### src/rtl/key_round_sched.sv
`default_nettype none
// ============================================================================
//  Module      : key_round_sched
//  Description : Round-key sequencer for the AES-256 core. Walks the address
//                of the round-key ROM through one full key schedule per block
//                (NUM_ROUNDS+1 keys), registers each key and presents it to
//                the AddRoundKey stage over a valid/ready handshake.
//  Revision    : 1.0 - initial release
// ----------------------------------------------------------------------------
//  Ports
//    clk          in   1           system clock, rising edge
//    resetn       in   1           asynchronous reset, active low
//    start        in   1           start one key schedule (honoured in IDLE)
//    mode_dec     in   1           0 = ascending ROM order, 1 = descending
//    abort        in   1           terminate the current schedule
//    addr_romKey  out  ADDR_WIDTH  registered ROM address
//    key_in       in   DATA_WIDTH  ROM data, combinational from addr_romKey
//    rk_data      out  DATA_WIDTH  registered round key
//    rk_valid     out  1           rk_data valid
//    rk_ready     in   1           datapath accepts rk_data
//    rk_round     out  ADDR_WIDTH  round index of rk_data (always ascending)
//    rk_last      out  1           rk_valid for the final round key
//    busy         out  1           schedule in progress (any state but IDLE)
//    done         out  1           one-cycle pulse after the last key is taken
// ============================================================================
module key_round_sched #(
    parameter int DATA_WIDTH = 128,
    parameter int ADDR_WIDTH = 4,
    parameter int NUM_ROUNDS = 14
) (
    input  logic                  clk,
    input  logic                  resetn,
    input  logic                  start,
    input  logic                  mode_dec,
    input  logic                  abort,
    output logic [ADDR_WIDTH-1:0] addr_romKey,
    input  logic [DATA_WIDTH-1:0] key_in,
    output logic [DATA_WIDTH-1:0] rk_data,
    output logic                  rk_valid,
    input  logic                  rk_ready,
    output logic [ADDR_WIDTH-1:0] rk_round,
    output logic                  rk_last,
    output logic                  busy,
    output logic                  done
);

    // ------------------------------------------------------------------
    // State encoding
    // ------------------------------------------------------------------
    localparam logic [1:0] c_st_idle    = 2'd0;
    localparam logic [1:0] c_st_fetch   = 2'd1;
    localparam logic [1:0] c_st_present = 2'd2;
    localparam logic [1:0] c_st_done    = 2'd3;

    // Index of the final round key, also the first ROM address when decrypting.
    localparam logic [ADDR_WIDTH-1:0] c_last_round = ADDR_WIDTH'(NUM_ROUNDS);
    localparam logic [ADDR_WIDTH-1:0] c_one        = ADDR_WIDTH'(1);

    // ------------------------------------------------------------------
    // Registers and their next-state values
    // ------------------------------------------------------------------
    logic [1:0]            state_q,      state_d;
    logic                  mode_dec_q,   mode_dec_d;
    logic [ADDR_WIDTH-1:0] round_cnt_q,  round_cnt_d;
    logic [ADDR_WIDTH-1:0] addr_q,       addr_d;
    logic [DATA_WIDTH-1:0] rk_data_q,    rk_data_d;
    logic                  rk_valid_q,   rk_valid_d;
    logic [ADDR_WIDTH-1:0] rk_round_q,   rk_round_d;

    logic w_launch;      // a new schedule is accepted this cycle
    logic w_handshake;   // current key taken by the datapath this cycle
    logic w_final_key;   // the key being presented is the last of the block

    assign w_launch    = (state_q == c_st_idle) && start && !abort;
    assign w_handshake = rk_valid_q && rk_ready;
    assign w_final_key = (round_cnt_q == c_last_round);

    // ------------------------------------------------------------------
    // FSM process 1: state register
    // ------------------------------------------------------------------
    always_ff @(posedge clk or negedge resetn) begin
        if (!resetn) begin
            state_q <= c_st_idle;
        end else begin
            state_q <= state_d;
        end
    end

    // ------------------------------------------------------------------
    // FSM process 2: next-state logic
    // abort wins over both the handshake and the DONE -> IDLE return, so a
    // block that is aborted on its final handshake never reports done.
    // ------------------------------------------------------------------
    always_comb begin
        state_d = state_q;
        unique case (state_q)
            c_st_idle: begin
                if (w_launch) begin
                    state_d = c_st_fetch;
                end
            end
            c_st_fetch: begin
                state_d = abort ? c_st_idle : c_st_present;
            end
            c_st_present: begin
                if (abort) begin
                    state_d = c_st_idle;
                end else if (w_handshake) begin
                    state_d = w_final_key ? c_st_done : c_st_fetch;
                end
            end
            c_st_done: begin
                state_d = c_st_idle;
            end
            default: begin
                state_d = c_st_idle;
            end
        endcase
    end

    // ------------------------------------------------------------------
    // Datapath next-state logic
    // Everything holds by default, which keeps rk_data / rk_round /
    // addr_romKey stable for as long as the datapath back-pressures.
    // ------------------------------------------------------------------
    always_comb begin
        mode_dec_d  = mode_dec_q;
        round_cnt_d = round_cnt_q;
        addr_d      = addr_q;
        rk_data_d   = rk_data_q;
        rk_valid_d  = rk_valid_q;
        rk_round_d  = rk_round_q;

        unique case (state_q)
            c_st_idle: begin
                rk_valid_d = 1'b0;
                if (w_launch) begin
                    mode_dec_d  = mode_dec;
                    round_cnt_d = '0;
                    addr_d      = mode_dec ? c_last_round : '0;
                end
            end
            c_st_fetch: begin
                // The ROM has had a full cycle to settle on addr_q, so the
                // word on key_in belongs to round_cnt_q.
                if (abort) begin
                    rk_valid_d = 1'b0;
                end else begin
                    rk_data_d  = key_in;
                    rk_round_d = round_cnt_q;
                    rk_valid_d = 1'b1;
                end
            end
            c_st_present: begin
                if (abort) begin
                    rk_valid_d = 1'b0;
                end else if (w_handshake) begin
                    rk_valid_d = 1'b0;
                    // The address is left on the final key rather than
                    // stepped, so it never leaves 0..NUM_ROUNDS.
                    if (!w_final_key) begin
                        round_cnt_d = round_cnt_q + c_one;
                        addr_d      = mode_dec_q ? (addr_q - c_one)
                                                 : (addr_q + c_one);
                    end
                end
            end
            c_st_done: begin
                rk_valid_d = 1'b0;
            end
            default: begin
                rk_valid_d = 1'b0;
            end
        endcase
    end

    // ------------------------------------------------------------------
    // Datapath registers
    // ------------------------------------------------------------------
    always_ff @(posedge clk or negedge resetn) begin
        if (!resetn) begin
            mode_dec_q  <= 1'b0;
            round_cnt_q <= '0;
            addr_q      <= '0;
            rk_data_q   <= '0;
            rk_valid_q  <= 1'b0;
            rk_round_q  <= '0;
        end else begin
            mode_dec_q  <= mode_dec_d;
            round_cnt_q <= round_cnt_d;
            addr_q      <= addr_d;
            rk_data_q   <= rk_data_d;
            rk_valid_q  <= rk_valid_d;
            rk_round_q  <= rk_round_d;
        end
    end

    // ------------------------------------------------------------------
    // FSM process 3: outputs
    // ------------------------------------------------------------------
    always_comb begin
        busy        = (state_q != c_st_idle);
        done        = (state_q == c_st_done);
        addr_romKey = addr_q;
        rk_data     = rk_data_q;
        rk_valid    = rk_valid_q;
        rk_round    = rk_round_q;
        rk_last     = rk_valid_q && (rk_round_q == c_last_round);
    end

endmodule
`default_nettype wire
### config.mk
export PLATFORM = sky130hd
export DESIGN_NAME = key_round_sched
export DESIGN_NICKNAME = d
export VERILOG_FILES = /design/src/rtl/key_round_sched.sv
export SDC_FILE = /design/constraint.sdc
export NUM_CORES = 1
export LEC_CHECK = 0
export ABC_AREA = 1
export CAP_MARGIN = 10
export CORE_ASPECT_RATIO = 1.25
export CORE_MARGIN = 3
export CORE_UTILIZATION = 37
export DETAILED_ROUTE_END_ITERATION = 10
export PLACE_DENSITY_LB_ADDON = 0.12
export REMOVE_ABC_BUFFERS = 1
export SYNTH_ARGS = -nofsm -noshare
export SYNTH_HDL_FRONTEND = slang
export SYNTH_SLANG_ARGS = --single-unit
### constraint.sdc
create_clock -name clk -period 1.4 [get_ports clk]
set_clock_uncertainty 0.05 [all_clocks]
set_input_delay 0.28 -clock clk [delete_from_list [all_inputs] [get_ports clk]]
set_output_delay 0.28 -clock clk [all_outputs]
set_load 0.05 [all_outputs]
# --- After elaboration in Yosys (flattened, before gate mapping) ---
# Cells that the tools add are included.
classes:
  div_mod_pow: 0
  order_cmp: 0
  n_mul: 0
  reduce_logical: 13
  bitwise: 1
  n_shift: 0
  add_sub_neg: 3
  eq_ne: 10
  mux: 22
ops:
  columns: ["op", "count"]
  rows:
  - ["4-bit two-way mux", 10]
  - ["4-bit case mux with 2 select lines", 2]
  - ["2-bit two-way mux", 5]
  - ["4-bit by 1-bit adder with 4-bit output (second input constant)", 2]
  - ["4-bit == test (second input constant)", 2]
  - ["2-bit inequality test (second input constant)", 4]
  - ["2-bit case mux with 4 select lines", 1]
  - ["2-bit AND reduction", 3]
  - ["5-bit AND reduction", 1]
  - ["2-bit == test (second input constant)", 2]
  - ["1-bit logical AND", 4]
  - ["2-bit nonzero test", 2]
  - ["4-bit by 1-bit subtractor with 4-bit output (second input constant)", 1]
  - ["1-bit two-way mux", 3]
  - ["3-bit inequality test (second input constant)", 1]
  - ["1-bit case mux with 3 select lines", 1]
  - ["2-bit by 1-bit == test with 1-bit output (second input constant)", 1]
  - ["2-bit zero test", 1]
  - ["2-bit OR reduction", 1]
  - ["1-bit zero test", 1]
  - ["1-bit NOT", 1]
totals:
  ff_bits: 144
  latchBits: 0
  ramBits: 0
  input_bits: 134
  mem_count: 0
  output_inout_bits: 140
  rom_bits: 0
  elab_cells: 56

# --- Logic depth before layout (Yosys ltp) ---
# Gate-level depths: netlist of run 1.
logic_depth:
  word_depth: 6
  mapped_depth: 9
  ltp_nobuf: 9

# --- Worst setup path after synthesis of run 1 ---
# No wires, ideal clock.
synth_timing:
  kind: "register -> output"
  start: "register rk_valid_q (netlist: rk_valid)"
  end: "output rk_last"
  path_stages_with_launch: 3
  arrival_time_ps: 1835
  path_slack_ps: -765
  t_required_ps: 1070
  path_buffers: 0
  cell_sequence: "dfrtp_1 inv_1 nor3_1"
synth_between:
  elab_chain_len: 1
synth_lines:
  columns: ["element", "line_no", "source"]
  rows:
  - ["start, declared", "67", "logic rk_valid_q, rk_valid_d;"]
  - ["start signal, assigned", "193", "rk_valid_q <= rk_valid_d;"]
  - ["1-bit logical AND", "208", "rk_last = rk_valid_q && (rk_round_q == c_last_round);"]
  - ["end, declared", "42", "output logic rk_last,"]
# Every way passes these cells.

# --- Worst setup path after layout of run 1 ---
layout_timing:
  start: "register state_q[1]"
  end: "register rk_data_q[84] (netlist: rk_data[84])"
layout_between:
  elab_chain_len: 2
layout_lines:
  columns: ["element", "line_no", "source"]
  rows:
  - ["start, declared", "62", "logic [1:0] state_q, state_d;"]
  - ["start signal, assigned", "83", "state_q <= c_st_idle;"]
  - ["start signal, assigned", "85", "state_q <= state_d;"]
  - ["2-bit by 1-bit == test with 1-bit output", "134", "unique case (state_q)"]
  - ["2-bit AND reduction (no line)", null, null]
  - ["end signal, assigned", "192", "rk_data_q <= rk_data_d;"]
  - ["end, declared", "66", "logic [DATA_WIDTH-1:0] rk_data_q, rk_data_d;"]
# Every way passes these cells.
# A chain may end at the register's enable or synchronous reset.

==> results of run 1 <==
[per-stage QoR]
step / TNS, ns / utilization [%] / setup WS, ns
3_5_place_dp: -54.87 / 69.0 / -0.456
6_report: -20.65 / 77.6 / -0.234
2_1_floorplan: -543.42 / - / -4.07
5_1_grt: -25.77 / 77.6 / -0.267
3_3_place_gp: -54.32 / 69.0 / -0.442
4_1_cts: -14.08 / 75.7 / -0.205
[routing by layer]
layer,up-vias,share of wire (%)
met3,24,7.8
met2,191,56
met4,0,2.0
met1,2302,34
met5,-,0
li1,1998,-
[repair_timing]
item	4_1_cts	5_1_grt
endpoints found under the setup margin	140	151
cloned	5	4
setup buffers	16	12
hold buffers	1	0
resized for setup	44	65
endpoints found under the hold margin	49	0
pin swaps	5	11
[cell usage in the layout, fill, tap and decap left out, types with 2 or more instances in the layout]
cell type / synthesis / final
buf_12: 0 / 145
dfrtp_1: 144 / 141
clkdlybuf4s50_1: 0 / 131
mux2_2: 96 / 90
mux2_4: 34 / 40
buf_6: 5 / 26
buf_4: 1 / 25
nand2_1: 34 / 21
clkbuf_16: 0 / 20
inv_1: 17 / 10
nand2_2: 0 / 10
inv_2: 2 / 7
o21ai_1: 0 / 6
nand3_1: 9 / 6
nor2_1: 9 / 5
buf_8: 0 / 5
bufinv_16: 0 / 4
buf_16: 0 / 4
nor2_4: 0 / 3
nand3_4: 1 / 3
clkbuf_8: 0 / 3
clkinv_2: 0 / 3
dfrtp_2: 0 / 3
nand3_2: 0 / 2
nor3_4: 0 / 2
o21ai_0: 10 / 2
nand2_4: 0 / 2
xor2_1: 3 / 2
o21ai_2: 0 / 2
a21oi_1: 2 / 2
ha_1: 4 / 2
ha_4: 0 / 2
clkinvlp_4: 0 / 2
[critical path: cells and delay by family (launching register included)]
kind                   cells  cell delay (ns)
muxes                      1             0.29
DFF                        1             0.43
and+or+nand+nor            1             0.09
buffers and inverters      5             0.64
[cell type report]
class / instances / area [um^2]
multi-input combinational: 207 / 2200
sequential: 144 / 3610
tap: 208 / 260
fill: 915 / 3390
timing repair buffer: 341 / 4980
clock buffer: 21 / 470
inverter: 19 / 78.8
clock inverter: 10 / 159
[how the worst min path moves through the flow]
stage | from | to | slack (ns)
finish | resetn | rk_data[113] | 0.28
global route | resetn | rk_data[74] | 0.31
CTS | resetn | rk_data[113] | 0.26
detailed placement | resetn | rk_data[113] | 0.13
global placement | resetn | rk_data[113] | 0.13
floorplan | resetn | addr_romKey[0] | -0.07
[flip-flops by register name, summed over array words and instances (netlist names)]
| signal | flops |
|---|---|
| rk_valid | 1 |
| mode_dec_q | 1 |
| rk_data | 128 |
| addr_romKey | 4 |
| round_cnt_q | 4 |
| rk_round | 4 |
| state_q | 2 |
[kinds of logic after synthesis]
group / after synthesis
buffers and inverters: 34
AO/OA/AOI/OAI: 12
flip-flops: 144
XOR/XNOR: 3
AND/OR/NAND/NOR: 56
multiplexers: 130
adder cells (fa/ha/maj): 5
[report_power, final]
part           switching, mW  internal [mW]
registers               2.26           6.25
logic                   11.0           11.9
clock network           1.70           3.11
total                   14.9           21.3
==> metrics.cfg, run 1 <==
[outcome]
outcome = finished with violations
failed_checks = negative setup slack

[timing]
fin_crit_ns = 1.63
fmax_mhz = 612
fin_ws_ns = -0.234
finalMaxSlewViolations = 0
max-slew-margin-rel_pct = 78.9
fin_hold_ws_ns = 0.275
rsz0062_at_grt = true
worst_pin_slew_ns = 0.317
post-route-period-util_pct = 117
final-setup-viol-count = 148
hold_viol_final = 0

[die]
num_rows = 50
boundaryPins = 274
core_area_um2 = 15100
die-width_um = 118
die_y_um = 146
initial_core_util_pct = 38.1
die_area_um2 = 17100

[critical_path]
crit_path_end_kind = flip-flop
path_max_fanout = 7
rr_endpoint = rk_data[84]
crit_path_end = rk_data[84]
r2r_cells = 7
critical_path.cell_chain = buf_6, inv_4, nand3_4, buf_12, buf_8, clkbuf_16, mux2_4
cp.required_ns = 1.64
crit_arrival_ns = 1.88
crit_type = flip-flop to flip-flop
critPathSlowestCell = dfrtp_1
startpoint = state_q[1]
max_stage_delay_ns = 0.43
crit_path_start_kind = flip-flop
r2r_setup_slack_ns = -0.23
reg2reg_from = state_q[1]

[synth]
synth-seq-area-share_pct = 62.4
yosys.area_share.simple_pct = 4.16
netlist_top_cells_count = dfrtp_1 (144), mux2_2 (96), mux2_4 (34), nand2_1 (34), inv_1 (17)
synth_edf_count = 0
synth_most_common_cell = dfrtp_1
synth_top_cell_area_share_pct = 62.4
synth_async_sr_flop_share_pct = 100
syn-cell-area_um2 = 5770
synthAdderAreaFrac_pct = 1.21
synth_top_family_by_area = multiplexers
synthXorXnorAreaFrac_pct = 0.455
synthCells = 384
ys_types = 19
synth_top_area_cell = dfrtp_1
synth.mux.area_fraction_pct = 27.6
synth_warnings = 0
synth_compound_area_share_pct = 1.04
synthTopCellsByArea = dfrtp_1 (62%), mux2_2 (19%), mux2_4 (8.8%), nand2_1 (2.2%), inv_1 (1.1%)
ys_ff_latch = 144
synth-main-ff-cell = dfrtp_1
syn_avg_cell_area_um2 = 15.0

[global_route]
grt_usage_pct = 21.3
grt-busiest-layer = met2
use_met1_pct = 22.3
grt_first_pass_wirelength_um = 28200
use_met2_pct = 38.5
grt-ovfl-total = 0
grt_antenna_before_repair = 0
grt_pass1_vias = 5026
grt_max_degree = 39
use_met3_pct = 8.32

[finish]
layout-drive-gt1-share_pct = 55.4
insertedDiodeCount = 0
area_growth_pct = 104
nets = 869
final_area_um2 = 11800
fin_cells = 950

[drt]
wl_um = 18900
drtIter0Drc = 143
viasPerCell = 4.75
drc = 0
final_antenna_net_count = 0
first_pass_iters = 4
wl_per_cell_um = 19.9
vias = 4515

[job]
cap_violations = 0

[placement]
hpwl_um = 13100
gp_congestion = 0.733
portBuffers = 273
placed_cells = 889
placed_cell_area_um2 = 10500

[pwr]
power.total_mw = 36.2
ir_drop_mv = 1.70
power_density_nw_per_um2 = 3080
leakage_nw = 5.38

[clock_network]
numCtsBuffers = 17
htreeDepth = 4
cts.sinks = 144
root_buffer = clkbuf_16
insertion_delay_ns = 0.41
cts.clk_slew.worst_paths_ns = 0.06
cts_tree = built
clk_path_buf_depth = 2

[min_path]
hold_path_class = input pin to asynchronous set/reset pin

Power figures use the tool's default switching activity.
==> run 2: changes to the inputs <==
GPL_ROUTABILITY_DRIVEN = 0   (was unset)
REMOVE_ABC_BUFFERS = unset   (was 1)
==> run 2 against run 1 <==
Net effect:
- the flow still finishes with violations (negative setup slack)
- non-clock buffer count stayed put
- clock power fell by 11%
- register-to-register slack improved by 0.05 ns
- sequential power rose by 1%
==> metrics.cfg, run 2 (synthesis results as in run 1) <==
[outcome]
outcome = finished with violations
failed_checks = negative setup slack

[global_route]
grt_antenna_before_repair = 1  ; +1
grt-ovfl-total = 0  ; unchanged
grt_pass1_vias = 4793  ; -4.6%
grt_max_degree = 48  ; +23%
grt_first_pass_wirelength_um = 27400  ; -3.0%
grt_usage_pct = 20.6  ; -0.64 points

[critical_path]
r2r_setup_slack_ns = -0.18  ; +0.05 ns
crit_type = flip-flop to flip-flop
path_max_fanout = 8  ; +1
critPathSlowestCell = dfrtp_2
cp.required_ns = 1.64  ; about the same
critical_path.cell_chain = inv_2, nand3_4, buf_12, clkbuf_16, mux2_4
crit_path_start_kind = flip-flop
max_stage_delay_ns = 0.47  ; +0.04 ns
crit_arrival_ns = 1.83  ; -0.05 ns
crit_path_end_kind = flip-flop

[drt]
first_pass_iters = 4  ; unchanged
vias = 4512  ; -0.066%
drc = 0  ; unchanged
viasPerCell = 4.74  ; -0.17%
final_antenna_net_count = 0  ; unchanged
wl_um = 20000  ; +5.5%
drtIter0Drc = 207  ; +45%
wl_per_cell_um = 21.0  ; +5.4%

[timing]
max-slew-margin-rel_pct = 83.5  ; +4.6 points
fin_hold_ws_ns = 0.238  ; -0.0375 ns
final-setup-viol-count = 145  ; -2.0%
fin_crit_ns = 1.58  ; -0.0495 ns
worst_pin_slew_ns = 0.247  ; -0.0697 ns
hold_viol_final = 0  ; unchanged
rsz0062_at_grt = true
fin_ws_ns = -0.185  ; +0.0495 ns
fmax_mhz = 631  ; +3.1%
finalMaxSlewViolations = 0  ; unchanged
post-route-period-util_pct = 113  ; -3.5 points

[finish]
largest_register_ffs = 128  ; unchanged
layout_commonest_cell = buf_12
fillers = 855  ; -6.6%
layout-drive-gt1-share_pct = 56.1  ; +0.67 points
multiInputGateArea_um2 = 2430  ; +11%
area_growth_pct = 108
seq_area_um2 = 3620  ; +0.28%
mostFrequentLayoutCells = buf_12 (149), dfrtp_1 (133), clkdlybuf4s50_1 (132)
final_area_um2 = 12000  ; +2.3%
fin_cells = 951  ; +0.11%
nets = 869  ; unchanged

[clock_network]
root_buffer = clkbuf_16
cts.sinks = 144  ; unchanged
numCtsBuffers = 17  ; unchanged
cts.clk_slew.worst_paths_ns = 0.06  ; about the same
clk_path_buf_depth = 2  ; unchanged
htreeDepth = 4  ; unchanged
insertion_delay_ns = 0.42  ; about the same
cts_tree = built

[die]
boundaryPins = 274  ; unchanged
initial_core_util_pct = 38.1  ; unchanged
core_area_um2 = 15100  ; unchanged
die-width_um = 118  ; unchanged
die_area_um2 = 17100  ; unchanged
die_y_um = 146  ; unchanged
num_rows = 50  ; unchanged

[synth]
synth_fp_nets = 523

[pwr]
ir_drop_mv = 1.78  ; +4.4%
power_density_nw_per_um2 = 3030  ; -1.6%
power.total_mw = 36.4  ; +0.66%
leakage_nw = 5.70  ; +5.9%

[job]
cap_violations = 0  ; unchanged

[placement]
placed_cell_area_um2 = 10400  ; -0.91%
hpwl_um = 12800  ; -1.9%
pre_cts_ws_ns = -0.452  ; +0.00419 ns
portBuffers = 273  ; unchanged
placed_cells = 874  ; -1.7%

[min_path]
hold_path_class = input pin to asynchronous set/reset pin

-- run 2: cell types whose count changed in the layout (fill, tap and decap cells not counted), moves of 3 or more --
cell,previous run,this run
buf_6,26,17
mux2_4,40,105
dfrtp_1,141,133
nand2_4,2,5
clkbuf_1,1,5
bufinv_16,4,1
mux2_2,90,25
buf_12,145,149
dfrtp_2,3,11
clkbuf_16,20,27
-- run 2: what timing repair did --
| item | 4_1_cts | 5_1_grt |
|---|---|---|
| resized for setup | 34 | 131 |
| buffers inserted | 16 | 13 |
| cloned | 2 | 17 |
| hold buffers | 1 | 0 |
| pin swaps | 7 | 4 |
| setup endpoints to repair | 129 | 153 |
| hold endpoints to repair | 144 | 0 |
-- run 2: layout make-up --
class	instances	share of cell area [%]
diodes	1	0.0208
well taps	208	2.16
inverters	19	0.635
multi-input cells	207	20.2
repair buffers	341	42.3
flip-flops and latches	144	30.1
clock buffers	26	4.15
clock inverters	5	0.458
-- run 2: path summary, 6_finish.rpt --
check / start / end / depth (start not counted)
setup / recovery: state_q[1] / rk_data[14] / 5
hold / removal: resetn / rk_data[40] / 2
setup reg to reg: state_q[1] / rk_data[14] / 5
hold reg to reg: rk_data[112] / rk_data[112] / 1
max in group asynchronous: resetn / rk_data[0] / 3
min in group clk: key_in[37] / rk_data[37] / 2
-- run 2: worst max-delay path, delay by kind of cell (launching register included) --
family                 cells  cell delay, ns
buffers and inverters      3            0.48
flip-flops                 1            0.47
multiplexers               1            0.31
AND/OR/NAND/NOR            1            0.15
-- run 2: metal layers --
layer / global-route usage [%] / share of wire (%) / routed length (um) / vias to the layer above
met5: 0 / 0 / 0 / -
met4: 9.68 / 3.5 / 698 / 0
met3: 7.23 / 6.5 / 1310 / 47
met2: 37.2 / 55 / 11000 / 195
met1: 21.3 / 35 / 6970 / 2265
li1: - / - / - / 2005
-- run 2: through the flow --
| stage | util (%) | TNS [ns] |
|---|---|---|
| final | 79.4 | -18.28 |
| after global routing | 79.4 | -24.82 |
| after CTS | 73.7 | -18.97 |
| after detailed placement | 68.4 | -56.28 |
| after global placement | 68.4 | -52.44 |
| after floorplan | - | -0.207 |
-- run 2: where the power goes --
part	internal (mW)	switching (mW)	leakage, nW
clock	2.62	1.64	0.266
combinational	12.5	11.0	3.73
sequential	6.27	2.37	1.70
